File: src/rtl/sobel_stream_if.sv
// Valid/ready pixel streams into and out of the Sobel edge detector.
// slave: the detector side; master: the producer/consumer side.
interface sobel_stream_if #(
  parameter int unsigned DATA_WIDTH = 8
) ();
  logic                  in_valid_i;
  logic                  in_ready_o;
  logic [DATA_WIDTH-1:0] in_pixel_i;
  logic                  out_valid_o;
  logic                  out_ready_i;
  logic [DATA_WIDTH-1:0] out_pixel_o;
  logic                  out_last_o;
  logic [1:0]            dir_o;
  logic                  frame_done_o;

  modport slave (
    input  in_valid_i, in_pixel_i, out_ready_i,
    output in_ready_o, out_valid_o, out_pixel_o, out_last_o, dir_o, frame_done_o
  );

  modport master (
    output in_valid_i, in_pixel_i, out_ready_i,
    input  in_ready_o, out_valid_o, out_pixel_o, out_last_o, dir_o, frame_done_o
  );
endinterface

File: src/rtl/sobel_stream.sv
// Streaming 3x3 Sobel edge detector: two line buffers, 2-stage gradient pipeline.
// Define SOBEL_DIR_EN to add the quantised gradient direction output on dir_o.
module sobel_stream #(
  parameter int unsigned DATA_WIDTH = 8,
  parameter int unsigned IMG_W      = 256,
  parameter int unsigned IMG_H      = 256
) (
  input  logic                  clk_i,
  input  logic                  rst_i,
  input  logic                  mode_i,
  input  logic [DATA_WIDTH+3:0] threshold_i,
  sobel_stream_if.slave         bus
);
  localparam int unsigned CW = (IMG_W > 1) ? $clog2(IMG_W) : 1;
  localparam int unsigned RW = (IMG_H > 1) ? $clog2(IMG_H) : 1;
  localparam int unsigned GW = DATA_WIDTH + 3;
  localparam int unsigned MW = DATA_WIDTH + 4;
  localparam int unsigned PIX_MAX = (2 ** DATA_WIDTH) - 1;

  localparam logic [CW-1:0] COL_LAST = CW'(IMG_W - 1);
  localparam logic [RW-1:0] ROW_LAST = RW'(IMG_H - 1);

  typedef logic [DATA_WIDTH-1:0] pix_t;

  logic [CW-1:0] col;
  logic [RW-1:0] row;
  logic          mode_q;
  logic [MW-1:0] thr_q;

  pix_t lb1 [IMG_W];
  pix_t lb2 [IMG_W];
  pix_t wl  [3];
  pix_t wm  [3];

  logic advance, accept, emit;
  pix_t top_n, mid_n, pix_n;

  logic                 s1_valid, s1_last;
  logic signed [GW-1:0] s1_gx, s1_gy;
  logic signed [GW-1:0] gx_n, gy_n;

  logic [GW-1:0] ax, ay;
  logic [MW-1:0] mag;
  pix_t          out_n;

  function automatic logic signed [GW-1:0] wsum(input pix_t a, input pix_t b, input pix_t c);
    logic signed [GW-1:0] r;
    r = $signed({3'b000, a}) + $signed({2'b00, b, 1'b0}) + $signed({3'b000, c});
    return r;
  endfunction

  // The whole pipeline advances whenever the output register can take a value,
  // so a frame's tail drains without needing pixels from the next frame.
  assign advance        = !bus.out_valid_o || bus.out_ready_i;
  assign bus.in_ready_o = advance;
  assign accept         = bus.in_valid_i && advance;
  assign emit           = accept && (row >= RW'(2)) && (col >= CW'(2));

  assign pix_n = bus.in_pixel_i;
  assign top_n = lb2[col];
  assign mid_n = lb1[col];

  // Gradients of the window as it will stand after this accept:
  // left column wl, centre column wm, right column {top_n, mid_n, pix_n}.
  always_comb begin
    gx_n = wsum(top_n, mid_n, pix_n) - wsum(wl[0], wl[1], wl[2]);
    gy_n = wsum(wl[2], wm[2], pix_n) - wsum(wl[0], wm[0], top_n);
  end

  always_ff @(posedge clk_i) begin
    if (accept) begin
      lb1[col] <= pix_n;
      lb2[col] <= mid_n;
      wl[0]    <= wm[0];
      wl[1]    <= wm[1];
      wl[2]    <= wm[2];
      wm[0]    <= top_n;
      wm[1]    <= mid_n;
      wm[2]    <= pix_n;
    end
  end

  always_ff @(posedge clk_i) begin
    if (rst_i) begin
      col    <= '0;
      row    <= '0;
      mode_q <= 1'b0;
      thr_q  <= '0;
    end else if (accept) begin
      if (row == '0 && col == '0) begin
        mode_q <= mode_i;
        thr_q  <= threshold_i;
      end
      if (col == COL_LAST) begin
        col <= '0;
        row <= (row == ROW_LAST) ? '0 : row + RW'(1);
      end else begin
        col <= col + CW'(1);
      end
    end
  end

  always_ff @(posedge clk_i) begin
    if (rst_i) begin
      s1_valid <= 1'b0;
      s1_last  <= 1'b0;
      s1_gx    <= '0;
      s1_gy    <= '0;
    end else if (advance) begin
      s1_valid <= emit;
      s1_last  <= emit && (row == ROW_LAST) && (col == COL_LAST);
      if (emit) begin
        s1_gx <= gx_n;
        s1_gy <= gy_n;
      end
    end
  end

  always_comb begin
    ax  = s1_gx[GW-1] ? (~s1_gx + GW'(1)) : s1_gx;
    ay  = s1_gy[GW-1] ? (~s1_gy + GW'(1)) : s1_gy;
    mag = MW'(ax) + MW'(ay);
    if (mode_q) begin
      out_n = (mag >= thr_q) ? '0 : '1;
    end else begin
      out_n = (mag > MW'(PIX_MAX)) ? '1 : mag[DATA_WIDTH-1:0];
    end
  end

  logic out_valid_q, out_last_q, frame_done_q;
  pix_t out_pixel_q;

  always_ff @(posedge clk_i) begin
    if (rst_i) begin
      out_valid_q  <= 1'b0;
      out_last_q   <= 1'b0;
      out_pixel_q  <= '0;
      frame_done_q <= 1'b0;
    end else begin
      frame_done_q <= out_valid_q && bus.out_ready_i && out_last_q;
      if (advance) begin
        out_valid_q <= s1_valid;
        out_last_q  <= s1_valid && s1_last;
        if (s1_valid) begin
          out_pixel_q <= out_n;
        end
      end
    end
  end

  assign bus.out_valid_o  = out_valid_q;
  assign bus.out_last_o   = out_last_q;
  assign bus.out_pixel_o  = out_pixel_q;
  assign bus.frame_done_o = frame_done_q;

`ifdef SOBEL_DIR_EN
  logic [1:0]    dir_n, dir_q;
  logic [MW-1:0] ax2, ay2;

  always_comb begin
    ax2 = {ax, 1'b0};
    ay2 = {ay, 1'b0};
    if (MW'(ay) > ax2) begin
      dir_n = 2'd0;
    end else if (MW'(ax) > ay2) begin
      dir_n = 2'd1;
    end else if ((s1_gx[GW-1] == s1_gy[GW-1]) || (s1_gx == '0) || (s1_gy == '0)) begin
      dir_n = 2'd2;
    end else begin
      dir_n = 2'd3;
    end
  end

  always_ff @(posedge clk_i) begin
    if (rst_i) begin
      dir_q <= '0;
    end else if (advance && s1_valid) begin
      dir_q <= dir_n;
    end
  end

  assign bus.dir_o = dir_q;
`else
  assign bus.dir_o = '0;
`endif

endmodule
File: src/flat_wrapper.sv
// flat-port wrapper written by rule: the top's interface ports become plain ports
module sobel_stream_flat 
#(
  parameter int unsigned DATA_WIDTH = 8,
  parameter int unsigned IMG_W      = 256,
  parameter int unsigned IMG_H      = 256
)
  (clk_i, rst_i, mode_i, threshold_i, bus_in_valid_i, bus_in_pixel_i, bus_out_ready_i, bus_in_ready_o, bus_out_valid_o, bus_out_pixel_o, bus_out_last_o, bus_dir_o, bus_frame_done_o);
  sobel_stream_if #(.DATA_WIDTH(DATA_WIDTH)) bus_i ();
  input  logic clk_i;
  input  logic rst_i;
  input  logic mode_i;
  input  logic [DATA_WIDTH+3:0] threshold_i;
  input wire logic [$bits(bus_i.in_valid_i)-1:0] bus_in_valid_i;
  input wire logic [$bits(bus_i.in_pixel_i)-1:0] bus_in_pixel_i;
  input wire logic [$bits(bus_i.out_ready_i)-1:0] bus_out_ready_i;
  output wire logic [$bits(bus_i.in_ready_o)-1:0] bus_in_ready_o;
  output wire logic [$bits(bus_i.out_valid_o)-1:0] bus_out_valid_o;
  output wire logic [$bits(bus_i.out_pixel_o)-1:0] bus_out_pixel_o;
  output wire logic [$bits(bus_i.out_last_o)-1:0] bus_out_last_o;
  output wire logic [$bits(bus_i.dir_o)-1:0] bus_dir_o;
  output wire logic [$bits(bus_i.frame_done_o)-1:0] bus_frame_done_o;
  assign bus_i.in_valid_i = bus_in_valid_i;
  assign bus_i.in_pixel_i = bus_in_pixel_i;
  assign bus_i.out_ready_i = bus_out_ready_i;
  assign bus_in_ready_o = bus_i.in_ready_o;
  assign bus_out_valid_o = bus_i.out_valid_o;
  assign bus_out_pixel_o = bus_i.out_pixel_o;
  assign bus_out_last_o = bus_i.out_last_o;
  assign bus_dir_o = bus_i.dir_o;
  assign bus_frame_done_o = bus_i.frame_done_o;
  sobel_stream #(.DATA_WIDTH(DATA_WIDTH), .IMG_W(IMG_W), .IMG_H(IMG_H)) u_core (.clk_i(clk_i), .rst_i(rst_i), .mode_i(mode_i), .threshold_i(threshold_i), .bus(bus_i));
endmodule
File: config.mk
export PLATFORM = sky130hd
export DESIGN_NAME = sobel_stream_flat
export DESIGN_NICKNAME = d
export VERILOG_FILES = /design/src/rtl/sobel_stream_if.sv /design/src/rtl/sobel_stream.sv /design/src/flat_wrapper.sv
export SDC_FILE = /design/constraint.sdc
export NUM_CORES = 2
export LEC_CHECK = 0
export BUFFER_PORTS_ARGS = -buffer_cell sky130_fd_sc_hd__buf_2
export CORE_MARGIN = 3
export CORE_UTILIZATION = 47
export CTS_BUF_LIST = sky130_fd_sc_hd__clkbuf_2
export DETAILED_ROUTE_END_ITERATION = 6
export PLACE_DENSITY = 0.59
export SYNTH_ARGS = -nofsm -noshare
export SYNTH_HDL_FRONTEND = slang
export SYNTH_MEMORY_MAX_BITS = 65536
export SYNTH_SLANG_ARGS = --single-unit
File: constraint.sdc
create_clock -name clk_i -period 14.95 [get_ports clk_i]
set_input_delay 2.99 -clock clk_i [delete_from_list [all_inputs] [get_ports clk_i]]
set_output_delay 2.99 -clock clk_i [all_outputs]
set_load 0.01 [all_outputs]
==> impl_metrics.json <==
{
  "synth_area_leaders": "edfxtp_1 (76%), mux4_2 (18%), dfxtp_1 (0.88%), nor2_1 (0.75%), ha_1 (0.67%)",
  "routedWlPerCell_um": 31.9,
  "ioPinCount": 39,
  "globalplace.congestion": 0.826,
  "hold_depth": 0,
  "drive_gt1_share_pct": 38.5,
  "htree_num_levels": 7,
  "finalSetupTns_ps": 0,
  "drc": 0,
  "grt_usage_pct": 24.4,
  "drv_slew": 0,
  "netlist_top_cells_count": "edfxtp_1 (4144), mux4_2 (1318), nor2_1 (330)",
  "relSlewSlack_pct": 8.38,
  "cts.sinks": 4216,
  "ctsResizeCount": 0,
  "grt_pass1_vias": 83996,
  "fin_skew_ps": 254,
  "placementRows": 216,
  "fin_crit_sh_pct": 67.1,
  "criticalPathCategory": "flop to flop",
  "portBuffers": 36,
  "die_h_um": 598,
  "min_to": "u_core.wl[0][9]",
  "dieArea_sq_um": 357000,
  "gr-total-overflow": 0,
  "fin_crit_ps": 10030,
  "cp_max_fo": 84,
  "r2r_cells": 27,
  "irDropWorstVdd_mv": 0.104,
  "die_w_um": 598,
  "drt_pass1_iterations": 6,
  "cts_hold_buffers": 0,
  "async_reset_ff_share_pct": 0,
  "syn_area_per_cell_sq_um": 23.4,
  "min_path_type": "flop to flop",
  "startpoint_type": "flop",
  "yosys_most_used_dff": "edfxtp_1",
  "synth_top_area_share_pct": 75.6,
  "worstSetupEndpointType": "flop",
  "clkLatencyLatePin_ps": 2260,
  "tritoncts": "yes",
  "ys_ff_latch": 4216,
  "grt_max_degree": 195,
  "cts_inserted_buffers": 1128,
  "drt_wl_total_um": 428000,
  "max-cap-violations": 0,
  "setup_viol": 0,
  "first_iter_violations": 9286,
  "syn_area_sq_um": 165000,
  "yosysWarnings": 0,
  "worst_pin_slew_ps": 1370,
  "syn_inst": 7028,
  "final_antenna_net_count": 0,
  "finalHoldViolations": 0,
  "worstHoldStart": "u_core.wm[0][9]",
  "root_buffer": "clkbuf_2",
  "seq_area_frac_synth_pct": 76.5,
  "area_growth_pct": 9.97,
  "dp.cells": 11657,
  "core_area_sq_um": 347000,
  "synth_edf_count": 4144,
  "p_leak_uw": 0.0578,
  "yosys.cell_count.top_type": "edfxtp_1",
  "cp.required_ps": 16940,
  "via_per_inst": 5.98,
  "start_util_pct": 47.4,
  "clkTransAtPathRegs_ps": 120,
  "cts_buffer_depth": 5,
  "post_cts_buffers": 0,
  "r2r_slack_ps": 4920,
  "stdcell_count": 13435,
  "outcome": "complete, no violations",
  "antenna_found_initial": 28,
  "r2r-end": "u_core.s1_gx[9]",
  "power_density_nw_per_um2": 127,
  "clock.fmax_mhz": 99.7,
  "rsz0062_at_grt": "false",
  "cp.arrival_ps": 12020,
  "ys_types": 71,
  "hpwl_um": 241000,
  "finish.net_count": 8359,
  "synth.largest_area_cell": "edfxtp_1",
  "grt_pass1_wl_um": 611000,
  "via_count": 80371
}
[area by class of cell]
class / instances / area (sq um)
Tap cell: 4578 / 5730
Fill cell: 27459 / 166000
Inverter: 113 / 442
Timing Repair Buffer: 415 / 3340
Sequential cell: 4216 / 126000
Multi-Input combinational cell: 2335 / 36600
Clock buffer: 1553 / 7770
Antenna cell: 16 / 40.0
Clock inverter: 209 / 1130
[registers in the layout, summed over array words and instances, names as in the netlist, 11 cells and up, named ones only]
name          flops
u_core.s1_gy     11
u_core.wl        24
u_core.lb2     2048
u_core.wm        24
u_core.thr_q     12
u_core.s1_gx     11
u_core.lb1     2048
[power breakdown]
part / internal (uW) / total (uW) / switching [uW]
Sequential: 13200 / 13200 / 23.5
Combinational: 937 / 2360 / 1420
Clock: 2950 / 7410 / 4460
[per-stage QoR]
step / cell area [sq um] / util (%) / power (uW) / setup WS (ps) / hold WS [ps]
6_report: 181000 / 52.1 / 23000 / 4920 / 414
5_1_grt: 181000 / 52.1 / 24100 / 4220 / 423
4_1_cts: 181000 / 52.1 / 23300 / 4940 / 414
3_5_place_dp: 172000 / 49.5 / 15900 / 5050 / 407
3_3_place_gp: 172000 / 49.5 / 15800 / 4920 / 402
2_1_floorplan: 165000 / - / 15100 / 2420 / 400
[cells in the final DEF, fill, tap and decap left out, types with 24 or more instances in the layout]
| cell | netlist | final |
|---|---|---|
| xor2_1 | 24 | 24 |
| nor2_1 | 330 | 316 |
| fa_1 | 37 | 37 |
| clkbuf_2 | 0 | 1553 |
| ha_1 | 88 | 88 |
| buf_2 | 82 | 28 |
| xnor2_1 | 47 | 47 |
| edfxtp_1 | 4144 | 4144 |
| dfxtp_1 | 72 | 68 |
| o21ai_0 | 29 | 29 |
| clkinv_1 | 1 | 158 |
| nand2_1 | 108 | 102 |
| mux4_2 | 1318 | 1318 |
| a22oi_1 | 28 | 28 |
| inv_1 | 105 | 104 |
| buf_4 | 24 | 360 |
| inv_2 | 7 | 28 |
| a21oi_1 | 66 | 66 |
[layer usage]
layer  vias to the layer above  share of wire [%]  global-route usage (%)
met1                     43378                 41                    33.8
met5                         -             0.0063                       0
li1                      32834                  -                       -
met2                      3623                 49                    38.2
met4                         4                2.4                    8.31
met3                       532                7.9                    6.13
[critical path, cell delays in order (launching register included)]
cell	delay, ps
dfxtp_4	740
buf_12	410
buf_4	730
buf_4	610
mux4_2	400
mux4_2	560
mux4_2	560
a22oi_1	870
nand2_4	700
ha_1	520
inv_1	70
fa_1	210
inv_1	50
a21o_1	160
a21oi_1	260
o21bai_1	100
a21o_1	210
xor2_1	160
fa_1	500
inv_1	50
fa_1	490
inv_1	50
ha_1	330
nor3_1	200
nor2_1	70
o41ai_1	90
nor4_1	110
a311o_1	350
[logic make-up (layout without fill, tap and decap cells)]
| group | count (synthesis) | in the layout | synth area share (%) |
|---|---|---|---|
| xor gates and xnor gates | 71 | 71 | 0.378 |
| other | 1 | 18 | 0.00228 |
| AOI/OAI and AO/OA | 240 | 240 | 1.02 |
| muxes | 1346 | 1346 | 18.2 |
| adders and majority gates | 125 | 125 | 1.12 |
| buffers and inverters | 478 | 2290 | 1.33 |
| DFF | 4216 | 4216 | 76.5 |
| and+or+nand+nor | 551 | 551 | 1.42 |
[worst max-delay path by stage]
stage / to / cells after the start
CTS: u_core.s1_gx[9] / 26
finish: u_core.s1_gx[9] / 27
global placement: u_core.s1_gx[10] / 26
detailed placement: u_core.s1_gx[9] / 26
floorplan: u_core.s1_gx[9] / 20
global route: u_core.s1_gx[10] / 26
Note: power is estimated with default switching activity, not from simulation.
